<file path="config.mk">
export PLATFORM = sky130hd
export DESIGN_NAME = fetch_stage
export DESIGN_NICKNAME = d
export VERILOG_FILES = /design/src/rtl/fetch_stage.sv
export SDC_FILE = /design/constraint.sdc
export NUM_CORES = 1
export LEC_CHECK = 0
export CORE_MARGIN = 2
export CORE_UTILIZATION = 30
export DETAILED_ROUTE_END_ITERATION = 8
export GPL_TIMING_DRIVEN = 0
export PLACE_DENSITY = 0.63
export RECOVER_POWER = 25
export SETUP_SLACK_MARGIN = 0.02
export SKIP_CTS_REPAIR_TIMING = 1
export SYNTH_ARGS = -nofsm -noshare
export SYNTH_HDL_FRONTEND = slang
export SYNTH_SLANG_ARGS = --single-unit
</file>
<file path="constraint.sdc">
create_clock -name clk -period 2.8 [get_ports clk]
set_input_delay 0.56 -clock clk [delete_from_list [all_inputs] [get_ports clk]]
set_output_delay 0.56 -clock clk [all_outputs]
set_load 0.05 [all_outputs]
</file>
<file path="src/rtl/fetch_stage.sv">
// Fetch stage: holds the architectural PC, issues I-cache requests and feeds the DE latch.
// Branch stalls, pending redirects during a miss and a saturating miss-cycle counter are tracked here.
module fetch_stage #(
  parameter logic [15:0] RESET_PC = 16'h3000,
  parameter int unsigned CNT_W    = 16
) (
  input  logic             clk,
  input  logic             rst_n,
  output logic             icache_req,
  output logic [15:0]      icache_addr,
  input  logic [15:0]      icache_rdata,
  input  logic             icache_ready,
  input  logic             dep_stall,
  input  logic             mem_stall,
  input  logic             v_de_br_stall,
  input  logic             v_agex_br_stall,
  input  logic             v_mem_br_stall,
  input  logic [1:0]       mem_pcmux,
  input  logic [15:0]      target_pc,
  input  logic [15:0]      trap_pc,
  output logic [15:0]      fe_pc,
  output logic [15:0]      de_npc,
  output logic [15:0]      de_ir,
  output logic             de_v,
  output logic [CNT_W-1:0] fe_stall_cnt
);

  typedef enum logic [1:0] {
    FE_RUN    = 2'd0,
    FE_WAIT   = 2'd1,
    FE_BRWAIT = 2'd2
  } state_e;

  state_e           state_q, state_d;
  logic [15:0]      fe_pc_q, fe_pc_d;
  logic [15:0]      de_npc_q, de_npc_d;
  logic [15:0]      de_ir_q, de_ir_d;
  logic             de_v_q, de_v_d;
  logic             pend_v_q, pend_v_d;
  logic [15:0]      pend_pc_q, pend_pc_d;
  logic [CNT_W-1:0] cnt_q, cnt_d;

  logic             ld_de;
  logic             br_stall;
  logic             redir;
  logic [15:0]      redir_pc;
  logic [15:0]      pc_inc;

  always_comb begin
    ld_de    = ~(dep_stall | mem_stall);
    br_stall = v_de_br_stall | v_agex_br_stall | v_mem_br_stall;
    redir    = ((mem_pcmux == 2'd1) || (mem_pcmux == 2'd2)) && !mem_stall;
    redir_pc = ((mem_pcmux == 2'd2) ? trap_pc : target_pc) & 16'hFFFE;
    pc_inc   = fe_pc_q + 16'd2;
  end

  always_comb begin
    // NOTE: every signal gets a hold default first so no path can infer a latch.
    state_d   = state_q;
    fe_pc_d   = fe_pc_q;
    de_npc_d  = de_npc_q;
    de_ir_d   = de_ir_q;
    de_v_d    = de_v_q;
    pend_v_d  = pend_v_q;
    pend_pc_d = pend_pc_q;
    cnt_d     = cnt_q;

    if (state_q == FE_WAIT && cnt_q != {CNT_W{1'b1}}) begin
      cnt_d = cnt_q + 1'b1;
    end

    case (state_q)
      FE_BRWAIT: begin
        if (ld_de) de_v_d = 1'b0;
        if (redir) begin
          fe_pc_d = redir_pc;
          state_d = FE_RUN;
        end else if (!br_stall) begin
          fe_pc_d = pc_inc;
          state_d = FE_RUN;
        end
      end

      default: begin
        if (!icache_ready) begin
          // The address must stay put while the miss is outstanding, so a redirect is parked.
          state_d = FE_WAIT;
          if (ld_de) de_v_d = 1'b0;
          if (redir) begin
            pend_v_d  = 1'b1;
            pend_pc_d = redir_pc;
          end
        end else begin
          state_d = FE_RUN;
          if (ld_de) begin
            de_npc_d = pc_inc;
            de_ir_d  = icache_rdata;
            de_v_d   = ~br_stall & ~redir & ~pend_v_q;
          end
          if (redir || pend_v_q) begin
            fe_pc_d  = redir ? redir_pc : pend_pc_q;
            pend_v_d = 1'b0;
          end else if (ld_de) begin
            if (br_stall) state_d = FE_BRWAIT;
            else          fe_pc_d = pc_inc;
          end
        end
      end
    endcase
  end

  always_ff @(posedge clk or negedge rst_n) begin
    if (!rst_n) begin
      state_q   <= FE_RUN;
      fe_pc_q   <= RESET_PC;
      de_npc_q  <= '0;
      de_ir_q   <= '0;
      de_v_q    <= 1'b0;
      pend_v_q  <= 1'b0;
      pend_pc_q <= '0;
      cnt_q     <= '0;
    end else begin
      // NOTE: non-blocking updates so every register samples the pre-edge values.
      state_q   <= state_d;
      fe_pc_q   <= fe_pc_d;
      de_npc_q  <= de_npc_d;
      de_ir_q   <= de_ir_d;
      de_v_q    <= de_v_d;
      pend_v_q  <= pend_v_d;
      pend_pc_q <= pend_pc_d;
      cnt_q     <= cnt_d;
    end
  end

  assign icache_req   = (state_q != FE_BRWAIT) | pend_v_q;
  assign icache_addr  = fe_pc_q;
  assign fe_pc        = fe_pc_q;
  assign de_npc       = de_npc_q;
  assign de_ir        = de_ir_q;
  assign de_v         = de_v_q;
  assign fe_stall_cnt = cnt_q;

endmodule

</file>
==> run_results.csv, run 1 <==
group,metric,value,unit
run_status,status,"finished, violations left",
run_status,violations,"capacitance limit, slew limit",
place,dp.cells,721,
global_route,track_usage,15.7,%
floorplan,ios,140,
place,place_area,5870,sq um
power_and_ir_drop,sw_frac_of_total,43.5,%
worst_setup_path,reg2reg_from,"fe_pc[1]$_DFFE_PN0P_",
logic_synthesis,syn_area,4260,sq um
global_route,grt_start_max_net_pins,49,
worst_setup_path,ff2ff_setup_slack,0.68,ns
place,gp_congestion,0.895,
final_layout,finalNonFillerCells,737,
route,via_per_inst,4.93,
cts,cts_tree,"done",
power_and_ir_drop,p_per_area,947,nW/um^2
final_layout,final_nets,613,
worst_setup_path,worstSetupStartpointType,"input port",
floorplan,initial_core_util,30.7,%
global_route,overflow,0,
sta,rsz0062_at_grt,"no",
sta,max_freq,376,MHz
logic_synthesis,ys_ff_latch,84,
final_layout,syn_to_final_growth,44.9,%
route,postRouteAntennaNets,0,
route,routed_wl,11600,microns
route,drc,0,
power_and_ir_drop,ir_drop,0.000372,V
worst_setup_path,worstSetupPathType,"input port to flop",
final_layout,num_antenna_cells,0,
logic_synthesis,synthArstFlopShare,100,%
cts,cts_buffers,9,
global_route,grt_pass1_vias,3598,
global_route,grt_first_pass_wirelength,18500,microns
final_layout,drive_gt1_share,16.2,%
sta,max_slew.worst_pin.slew,2.21,ns
run,cap_violations,1,
sta,setup_ws,0.144,ns
worst_setup_path,reg2regPathDepth,6,
logic_synthesis,synth_ff_type,"dfrtp_1",
floorplan,die_area,15200,sq um
final_layout,most-common-layout-cells,"clkdlybuf4s50_1, dfrtp_1, mux2_2",
place,port_buffers,136,
worst_hold_path,min_to,"pend_v_q$_DFFE_PN0P_",
cts,cts_num_sinks,84,
worst_hold_path,worstHoldStart,"icache_ready",
route,initialDrtViolationCount,214,
power_and_ir_drop,power.switching,2.54,mW
sta,finClkSkew,0.00992,ns
sta,min_period_over_period,94.9,%
global_route,antenna_found_initial,0,
worst_setup_path,critPathSlowestCell,"clkdlybuf4s50_1",
sta,finalSetupViolations,0,
worst_setup_path,arrival,2.91,ns
floorplan,core_area,13900,sq um
worst_setup_path,cp_cell_sequence,"clkdlybuf4s50_1 -> inv_1 -> ha_1 -> or2_2 -> buf_2 -> o211ai_1 -> clkbuf_4 -> nor4_1 -> a221oi_1 -> o2bb2ai_1",
floorplan,die_x,123,microns
power_and_ir_drop,p_clk_share,20.6,%
logic_synthesis,netlist_instances,404,
logic_synthesis,ys_types,53,
cts,clk_path_buf_depth,2,
power_and_ir_drop,p_comb_share,47.2,%
logic_synthesis,synth_area_per_cell,10.5,sq um
worst_setup_path,crit_path_max_fanout,10,
sta,maxSlewHeadroom,-47.2,%
route,routed-via-count,3632,
worst_setup_path,cp.required,3.05,ns
final_layout,postLayoutCellArea,6170,sq um
logic_synthesis,seq_area_frac_synth,49.4,%
place,hpwl,8880,microns
power_and_ir_drop,p_leak,2.51,nW
floorplan,die_height,123,microns
route,wl_per_cell,15.8,microns
floorplan,row_count,43,
cts,clk_latency,0.34,ns
worst_setup_path,critPathCaptureType,"flop",
worst_setup_path,cpPeakStageDelay,0.45,ns
place,dp_slack,-0.191,ns
logic_synthesis,synthesis.nets,465,
power_and_ir_drop,intPower,3.30,mW
final_layout,layout_commonest_cell,"clkdlybuf4s50_1",
final_layout,fillCellCount,1343,
power_and_ir_drop,seq_power_share,32.2,%
worst_hold_path,min_path_cells,2,
worst_hold_path,hp-class,"input port to flop",
sta,final-hold-violation-count,0,
logic_synthesis,synth_edf_count,0,
sta,min_period,2.66,ns
logic_synthesis,yosys_warnings,0,
route,drt-pass1-iter-count,4,
cts,clk_pin_slew,0.06,ns
cts,cts_max_level,3,
sta,slew_violations,37,
cts,root_buffer,"clkbuf_16",
sta,hold_ws,0.431,ns
worst_setup_path,reg2reg_to,"fe_pc[15]$_DFFE_PN0P_",
-- cell usage after synthesis, drive strengths merged, types with 5 or more instances --
library cell	n	area, sq um
o21ai	32	164
xor2	12	105
nand3	14	70.1
a31oi	5	31.3
nor2	32	120
mux2i	7	70.1
buf	25	174
inv	8	30.0
mux2	37	417
dfrtp	82	2050
xnor2	13	114
clkbuf	9	33.8
a221oi	6	52.6
nor3	11	75.1
and3	6	42.5
nand2	32	120
nor2b	6	37.5
a21oi	17	85.1
-- kinds of logic after synthesis --
logic type               synth area share, %
AND/OR/NAND/NOR                         14.1
adder cells (fa/ha/maj)                0.882
buffers and inverters                   5.58
XOR/XNOR                                5.14
AO/OA/AOI/OAI                           13.4
flip-flops                              49.4
multiplexers                            11.4
-- critical path: cells and delay by family --
family          cells  cell delay, ns
fa+ha+maj           1            0.32
compound gates      3            0.63
simple gates        2            0.42
buf+inv             4            0.98
-- registers in the layout (all words and copies together) (netlist names) --
| name | cells |
|---|---|
| pend_pc_q | 16 |
| de_v | 1 |
| de_ir | 16 |
| fe_pc | 16 |
| pend_v_q | 1 |
| de_npc | 16 |
| fe_stall_cnt | 16 |
| state_q | 2 |
-- cell type report --
type / instances / area [sq um] / area share [%]
Sequential cell: 84 / 2100 / 34.1
Buffer: 34 / 210 / 3.41
Timing Repair Buffer: 137 / 1380 / 22.4
Tap cell: 180 / 225 / 3.65
Clock buffer: 14 / 264 / 4.28
Inverter: 8 / 30.0 / 0.487
Clock inverter: 2 / 35.0 / 0.568
Multi-Input combinational cell: 278 / 1920 / 31.1
-- power groups by stage --
stage          clock [mW]  combinational (mW)  sequential [mW]
2_1_floorplan           0               0.934             2.72
3_3_place_gp            0                2.74             1.89
3_5_place_dp            0                2.77             1.91
4_1_cts              1.24                2.77             1.89
5_1_grt              1.30                2.89             1.94
6_report             1.20                2.76             1.88
-- routing by layer --
metal	up-vias	track usage [%]	share of wire, %	wire (microns)
li1	1729	-	-	-
met1	1764	22.1	45	5180
met2	127	23.7	46	5390
met3	12	3.23	7.2	831
met4	0	6.04	1.8	210
met5	-	0	0	0
-- how the worst max path moves through the flow --
stage / from / endpoint / depth (start not counted)
6_report: mem_pcmux[0] / fe_pc[13]$_DFFE_PN1P_ / 10
4_1_cts: mem_pcmux[0] / fe_pc[4]$_DFFE_PN0P_ / 9
2_1_floorplan: fe_pc[1]$_DFFE_PN0P_ / fe_pc[15]$_DFFE_PN0P_ / 6
5_1_grt: mem_pcmux[0] / fe_pc[13]$_DFFE_PN1P_ / 10
3_5_place_dp: mem_pcmux[0] / fe_pc[4]$_DFFE_PN0P_ / 9
3_3_place_gp: rst_n / de_ir[14]$_DFFE_PN0P_ / 1
-- per-stage QoR --
step	setup TNS (ns)	power [mW]	utilization, %
2_1_floorplan	0	3.66	-
3_3_place_gp	-154.63	4.63	42.1
3_5_place_dp	-1.09	4.67	42.3
4_1_cts	0	5.90	44.4
5_1_grt	0	6.13	44.4
6_report	0	5.84	44.4
(Power assumes the default switching activity.)
==> run 2, diff against run 1 <==
==> constraint.sdc (replaced) <==
create_clock -name clk -period 2.8 [get_ports clk]
set_input_delay 0.7 -clock clk [delete_from_list [all_inputs] [get_ports clk]]
set_output_delay 0.7 -clock clk [all_outputs]
set_load 0.05 [all_outputs]
==> run 2 against run 1 <==
The run still ends with capacitance limit, slew limit left. Global-route usage stayed put. Combinational power hardly changed. Cell count is 0.41% higher. Register-to-register slack hardly changed. Non-clock buffer count is 3 higher. Count of clock-buffer cells in the layout stayed put. Critical path type unchanged. Largest cell class unchanged.
==> run_results.csv, run 2 (same netlist as run 1, synthesis figures left out) <==
group,metric,value,unit
worst_setup_path,ff2ff_setup_slack,0.67,ns
cts,cts_num_sinks,84,
worst_setup_path,arrival,2.90,ns
cts,cts_tree,"done",
cts,root_buffer,"clkbuf_16",
worst_setup_path,cp-startpoint,"mem_pcmux[0]",
sta,hold_ws,0.482,ns
place,gp_congestion,0.895,
sta,maxSlewHeadroom,-48.6,%
worst_hold_path,worstHoldStart,"de_npc[1]$_DFFE_PN0P_",
floorplan,ios,140,
worst_setup_path,critPathCaptureType,"flop",
final_layout,syn_to_final_growth,45.9,%
worst_setup_path,cp.required,2.99,ns
route,wl_per_cell,15.8,microns
run_status,violations,"capacitance limit, slew limit",
power_and_ir_drop,p_per_area,943,nW/um^2
route,routed-via-count,3641,
floorplan,core_area,13900,sq um
floorplan,row_count,43,
cts,clk_pin_slew,0.06,ns
worst_setup_path,worstSetupPathType,"input port to flop",
final_layout,most-common-layout-cells,"clkdlybuf4s50_1, dfrtp_1, mux2_2",
run_status,status,"finished, violations left",
sta,slew_violations,37,
route,initialDrtViolationCount,205,
worst_setup_path,cpPeakStageDelay,0.45,ns
worst_setup_path,reg2reg_from,"fe_pc[1]$_DFFE_PN0P_",
final_layout,drive_gt1_share,16.6,%
cts,clk_latency,0.33,ns
sta,max_freq,369,MHz
route,routed_wl,11700,microns
global_route,grt_pass1_vias,3598,
sta,final-hold-violation-count,0,
cts,clk_path_buf_depth,2,
final_layout,postLayoutCellArea,6210,sq um
floorplan,die_x,123,microns
floorplan,die_height,123,microns
power_and_ir_drop,ir_drop,0.000372,V
route,drt-pass1-iter-count,5,
global_route,grt_first_pass_wirelength,18500,microns
worst_setup_path,cp_cell_sequence,"clkdlybuf4s50_1 -> inv_1 -> ha_1 -> or2_2 -> buf_4 -> o21ai_2 -> nor2_2 -> a222oi_1 -> o21ai_0",
route,via_per_inst,4.92,
sta,rsz0062_at_grt,"yes",
global_route,overflow,0,
place,place_area,5870,sq um
cts,cts_max_level,3,
worst_setup_path,crit_path_max_fanout,10,
global_route,grt_start_max_net_pins,49,
run,cap_violations,1,
worst_setup_path,critPathSlowestCell,"clkdlybuf4s50_1",
global_route,track_usage,15.7,%
sta,finClkSkew,0.0102,ns
worst_setup_path,endpoint,"fe_pc[4]$_DFFE_PN0P_",
worst_setup_path,worstSetupStartpointType,"input port",
place,port_buffers,136,
power_and_ir_drop,p_leak,2.53,nW
worst_hold_path,hp-class,"flop to flop",
sta,max_slew.worst_pin.slew,2.23,ns
sta,finalSetupViolations,0,
final_layout,layout_commonest_cell,"clkdlybuf4s50_1",
worst_setup_path,reg2regPathDepth,6,
global_route,antenna_found_initial,0,
final_layout,num_antenna_cells,0,
worst_setup_path,reg2reg_to,"fe_pc[15]$_DFFE_PN0P_",
sta,min_period_over_period,96.7,%
place,hpwl,8880,microns
floorplan,die_area,15200,sq um
cts,cts_buffers,9,
final_layout,final_nets,616,
sta,min_period,2.71,ns
floorplan,initial_core_util,30.7,%
route,postRouteAntennaNets,0,
route,drc,0,
==> run 2: cell types whose count changed in the layout (fill, tap and decap cells not counted) <==
cell	previous run	this run
buf_12	0	1
buf_2	6	4
buf_4	17	21
==> run 2: metal layers <==
| metal | share of wire, % | track usage (%) | vias to the layer above |
|---|---|---|---|
| li1 | - | - | 1729 |
| met1 | 44 | 22.1 | 1773 |
| met2 | 46 | 23.7 | 125 |
| met3 | 7.4 | 3.23 | 14 |
| met4 | 2.1 | 6.04 | 0 |
| met5 | 0 | 0 | - |
==> run 2: layout make-up <==
cell class	instances	area (sq um)
fillers	1339	7670
clock inverters	2	35.0
inverters	8	30.0
plain buffers	34	215
clock buffers	14	264
multi-input cells	278	1920
flip-flops and latches	84	2100
repair buffers	140	1420
well taps	180	225
==> run 2: how the worst min path moves through the flow <==
stage                     depth (start not counted)                    end
final                                             2  de_npc[1]$_DFFE_PN0P_
after global routing                              2  de_npc[7]$_DFFE_PN0P_
after CTS                                         1  de_npc[9]$_DFFE_PN0P_
after detailed placement                          2  de_npc[1]$_DFFE_PN0P_
after global placement                            2  de_npc[1]$_DFFE_PN0P_
after floorplan                                   0   de_ir[0]$_DFFE_PN0P_
==> run 2: critical path, delay by kind of cell <==
kind | cells | cell delay [ns]
fa+ha+maj | 1 | 0.32
simple gates | 2 | 0.51
compound gates | 3 | 0.69
buf+inv | 3 | 0.67
==> run 2: metrics by stage <==
step	cells	setup WS, ns	util (%)	total power, mW	TNS, ns
finish	740	0.0915	44.7	5.85	0
global route	740	-0.00246	44.7	6.14	-0.00246
CTS	737	0.0187	44.4	5.90	0
detailed placement	721	-0.331	42.3	4.67	-3.72
global placement	720	-2.00	42.1	4.63	-168.80
floorplan	404	0.446	-	3.66	0
==> run 2: power breakdown <==
group	internal (mW)	total [mW]	switching, mW
registers	1.54	1.89	0.348
clock network	0.740	1.21	0.467
logic	1.03	2.76	1.73
total	3.31	5.85	2.55
==> run 3, diff against run 2 <==
--- a/config.mk
+++ b/config.mk
@@ -11,7 +11,7 @@
 export GPL_TIMING_DRIVEN = 0
 export PLACE_DENSITY = 0.63
 export RECOVER_POWER = 25
-export SETUP_SLACK_MARGIN = 0.02
+export SETUP_SLACK_MARGIN = 0.4
 export SKIP_CTS_REPAIR_TIMING = 1
 export SYNTH_ARGS = -nofsm -noshare
 export SYNTH_HDL_FRONTEND = slang
==> constraint.sdc (replaced) <==
create_clock -name clk -period 3.5 [get_ports clk]
set_input_delay 0.875 -clock clk [delete_from_list [all_inputs] [get_ports clk]]
set_output_delay 0.875 -clock clk [all_outputs]
set_load 0.05 [all_outputs]
==> run 3 against run 2 <==
The flow still finishes with violations (capacitance limit, slew limit). Global-route usage is the same. Largest power group unchanged. Cell count shrank 0.41%. Sequential share of layout area grew 0.24 points. Clock skew is essentially flat.
==> run_results.csv, run 3 (same netlist as run 1, synthesis figures left out) <==
group,metric,value,unit
run_status,status,"finished, violations left",
run_status,violations,"capacitance limit, slew limit",
floorplan,ios,140,
final_layout,layout_commonest_cell,"clkdlybuf4s50_1",
route,initialDrtViolationCount,201,
sta,maxSlewHeadroom,-48.7,%
cts,clk_pin_slew,0.06,ns
power_and_ir_drop,intPower,2.64,mW
global_route,track_usage,15.7,%
sta,min_period_over_period,86.1,%
floorplan,die_area,15200,sq um
run,cap_violations,1,
place,dp.cells,721,
cts,root_buffer,"clkbuf_16",
sta,max_freq,332,MHz
sta,finClkSkew,0.00992,ns
global_route,overflow,0,
worst_setup_path,crit_path_frequent_cell,"buf_2",
final_layout,drive_gt1_share,16.0,%
route,drc,0,
sta,setup_ws,0.488,ns
power_and_ir_drop,ir_drop,0.000297,V
route,via_per_inst,4.99,
worst_hold_path,hp-class,"flop to flop",
power_and_ir_drop,sw_frac_of_total,43.5,%
worst_setup_path,cp_cell_sequence,"clkdlybuf4s50_1 -> inv_1 -> ha_1 -> or2_2 -> buf_2 -> o211ai_1 -> buf_2 -> nor4_1 -> a221oi_1 -> o2bb2ai_1",
place,gp_congestion,0.895,
worst_setup_path,worstSetupPathType,"input port to flop",
route,wl_per_cell,15.8,microns
worst_setup_path,reg2regPathDepth,6,
power_and_ir_drop,p_leak,2.51,nW
worst_setup_path,cpPeakStageDelay,0.45,ns
worst_setup_path,critPathBufInv,4,
power_and_ir_drop,p_comb_share,47.2,%
worst_setup_path,critPathCaptureType,"flop",
worst_setup_path,crit_path_max_fanout,10,
cts,cts_buffers,9,
worst_setup_path,arrival,3.26,ns
cts,clk_latency,0.34,ns
cts,cts_max_level,3,
worst_setup_path,cp-startpoint,"mem_pcmux[0]",
cts,cts_num_sinks,84,
worst_setup_path,reg2reg_to,"fe_pc[15]$_DFFE_PN0P_",
global_route,grt_first_pass_wirelength,18500,microns
worst_setup_path,cp_top_family,"buffers and inverters",
floorplan,die_height,123,microns
sta,final-hold-violation-count,0,
power_and_ir_drop,power,4.68,mW
final_layout,final_nets,613,
cts,clk_path_buf_depth,2,
final_layout,most-common-layout-cells,"clkdlybuf4s50_1, dfrtp_1, mux2_2",
floorplan,die_x,123,microns
sta,min_period,3.01,ns
worst_setup_path,cp.depth,10,
place,port_buffers,136,
power_and_ir_drop,p_per_area,758,nW/um^2
cts,cts_tree,"done",
worst_setup_path,reg2reg_from,"fe_pc[1]$_DFFE_PN0P_",
worst_setup_path,worstSetupStartpointType,"input port",
route,routed_wl,11600,microns
final_layout,num_antenna_cells,0,
power_and_ir_drop,seq_power_share,32.3,%
worst_setup_path,critPathSlowestCell,"clkdlybuf4s50_1",
power_and_ir_drop,power.switching,2.03,mW
final_layout,syn_to_final_growth,44.8,%
sta,rsz0062_at_grt,"no",
power_and_ir_drop,p_clk_share,20.6,%
place,place_area,5870,sq um
sta,slew_violations,37,
worst_setup_path,endpoint,"fe_pc[13]$_DFFE_PN1P_",
route,routed-via-count,3678,
sta,max_slew.worst_pin.slew,2.23,ns
place,dp_slack,0.194,ns
final_layout,finalNonFillerCells,737,
floorplan,initial_core_util,30.7,%
floorplan,core_area,13900,sq um
final_layout,fin_util,44.4,%
worst_setup_path,cp.required,3.75,ns
final_layout,postLayoutCellArea,6160,sq um
global_route,grt_start_max_net_pins,49,
sta,finalSetupViolations,0,
worst_setup_path,ff2ff_setup_slack,1.38,ns
place,hpwl,8880,microns
route,drt-pass1-iter-count,5,
route,postRouteAntennaNets,0,
global_route,grt_pass1_vias,3598,
floorplan,row_count,43,
global_route,antenna_found_initial,0,
[run 3: cell count changes in the layout (fill, tap and decap cells not counted)]
cell / before / now
clkbuf_1: 13 / 14
buf_12: 1 / 0
buf_4: 21 / 17
buf_2: 4 / 6
clkbuf_4: 1 / 0
[run 3: worst reg2reg max path: stages, from the launching register on]
cell     delay (ns)
dfrtp_1        0.48
ha_1           0.28
and2_1         0.27
nand4_4        0.19
or3_4          0.44
o31a_1         0.25
o22ai_1        0.12
[run 3: worst min-delay path by stage]
| stage | from | to | slack, ns | cells after the start |
|---|---|---|---|---|
| floorplan | pend_pc_q[0]$_DFFE_PN0P_ | pend_pc_q[0]$_DFFE_PN0P_ | 0.46 | 1 |
| global placement | de_npc[1]$_DFFE_PN0P_ | de_npc[1]$_DFFE_PN0P_ | 0.47 | 2 |
| detailed placement | de_npc[1]$_DFFE_PN0P_ | de_npc[1]$_DFFE_PN0P_ | 0.47 | 2 |
| CTS | de_npc[1]$_DFFE_PN0P_ | de_npc[1]$_DFFE_PN0P_ | 0.49 | 2 |
| global route | de_npc[7]$_DFFE_PN0P_ | de_npc[7]$_DFFE_PN0P_ | 0.52 | 2 |
| finish | de_npc[1]$_DFFE_PN0P_ | de_npc[1]$_DFFE_PN0P_ | 0.48 | 2 |
[run 3: routing by layer]
metal,track usage [%],wire (microns),up-vias
met4,6.04,257,0
met3,3.23,757,17
met2,23.7,5340,138
met1,22.1,5300,1793
met5,0,0,-
li1,-,-,1730
[run 3: area by class of cell]
type / instances / area (sq um)
buffer: 34 / 206
clock buffer: 14 / 264
clock inverter: 2 / 35.0
fill: 1345 / 7720
inverter: 8 / 30.0
multi-input combinational: 278 / 1920
sequential: 84 / 2100
tap: 180 / 225
timing repair buffer: 137 / 1380
[run 3: per-stage QoR]
stage,hold WS [ns],TNS [ns]
global placement,0.469,-121.26
detailed placement,0.475,0
floorplan,0.464,0
CTS,0.488,0
finish,0.482,0
global route,0.516,0
[run 3: power groups by stage]
stage | combinational (mW) | sequential [mW] | clock [mW]
2_1_floorplan | 0.747 | 2.18 | 0
3_3_place_gp | 2.19 | 1.51 | 0
3_5_place_dp | 2.21 | 1.53 | 0
4_1_cts | 2.22 | 1.51 | 0.989
5_1_grt | 2.32 | 1.55 | 1.04
6_report | 2.21 | 1.51 | 0.962
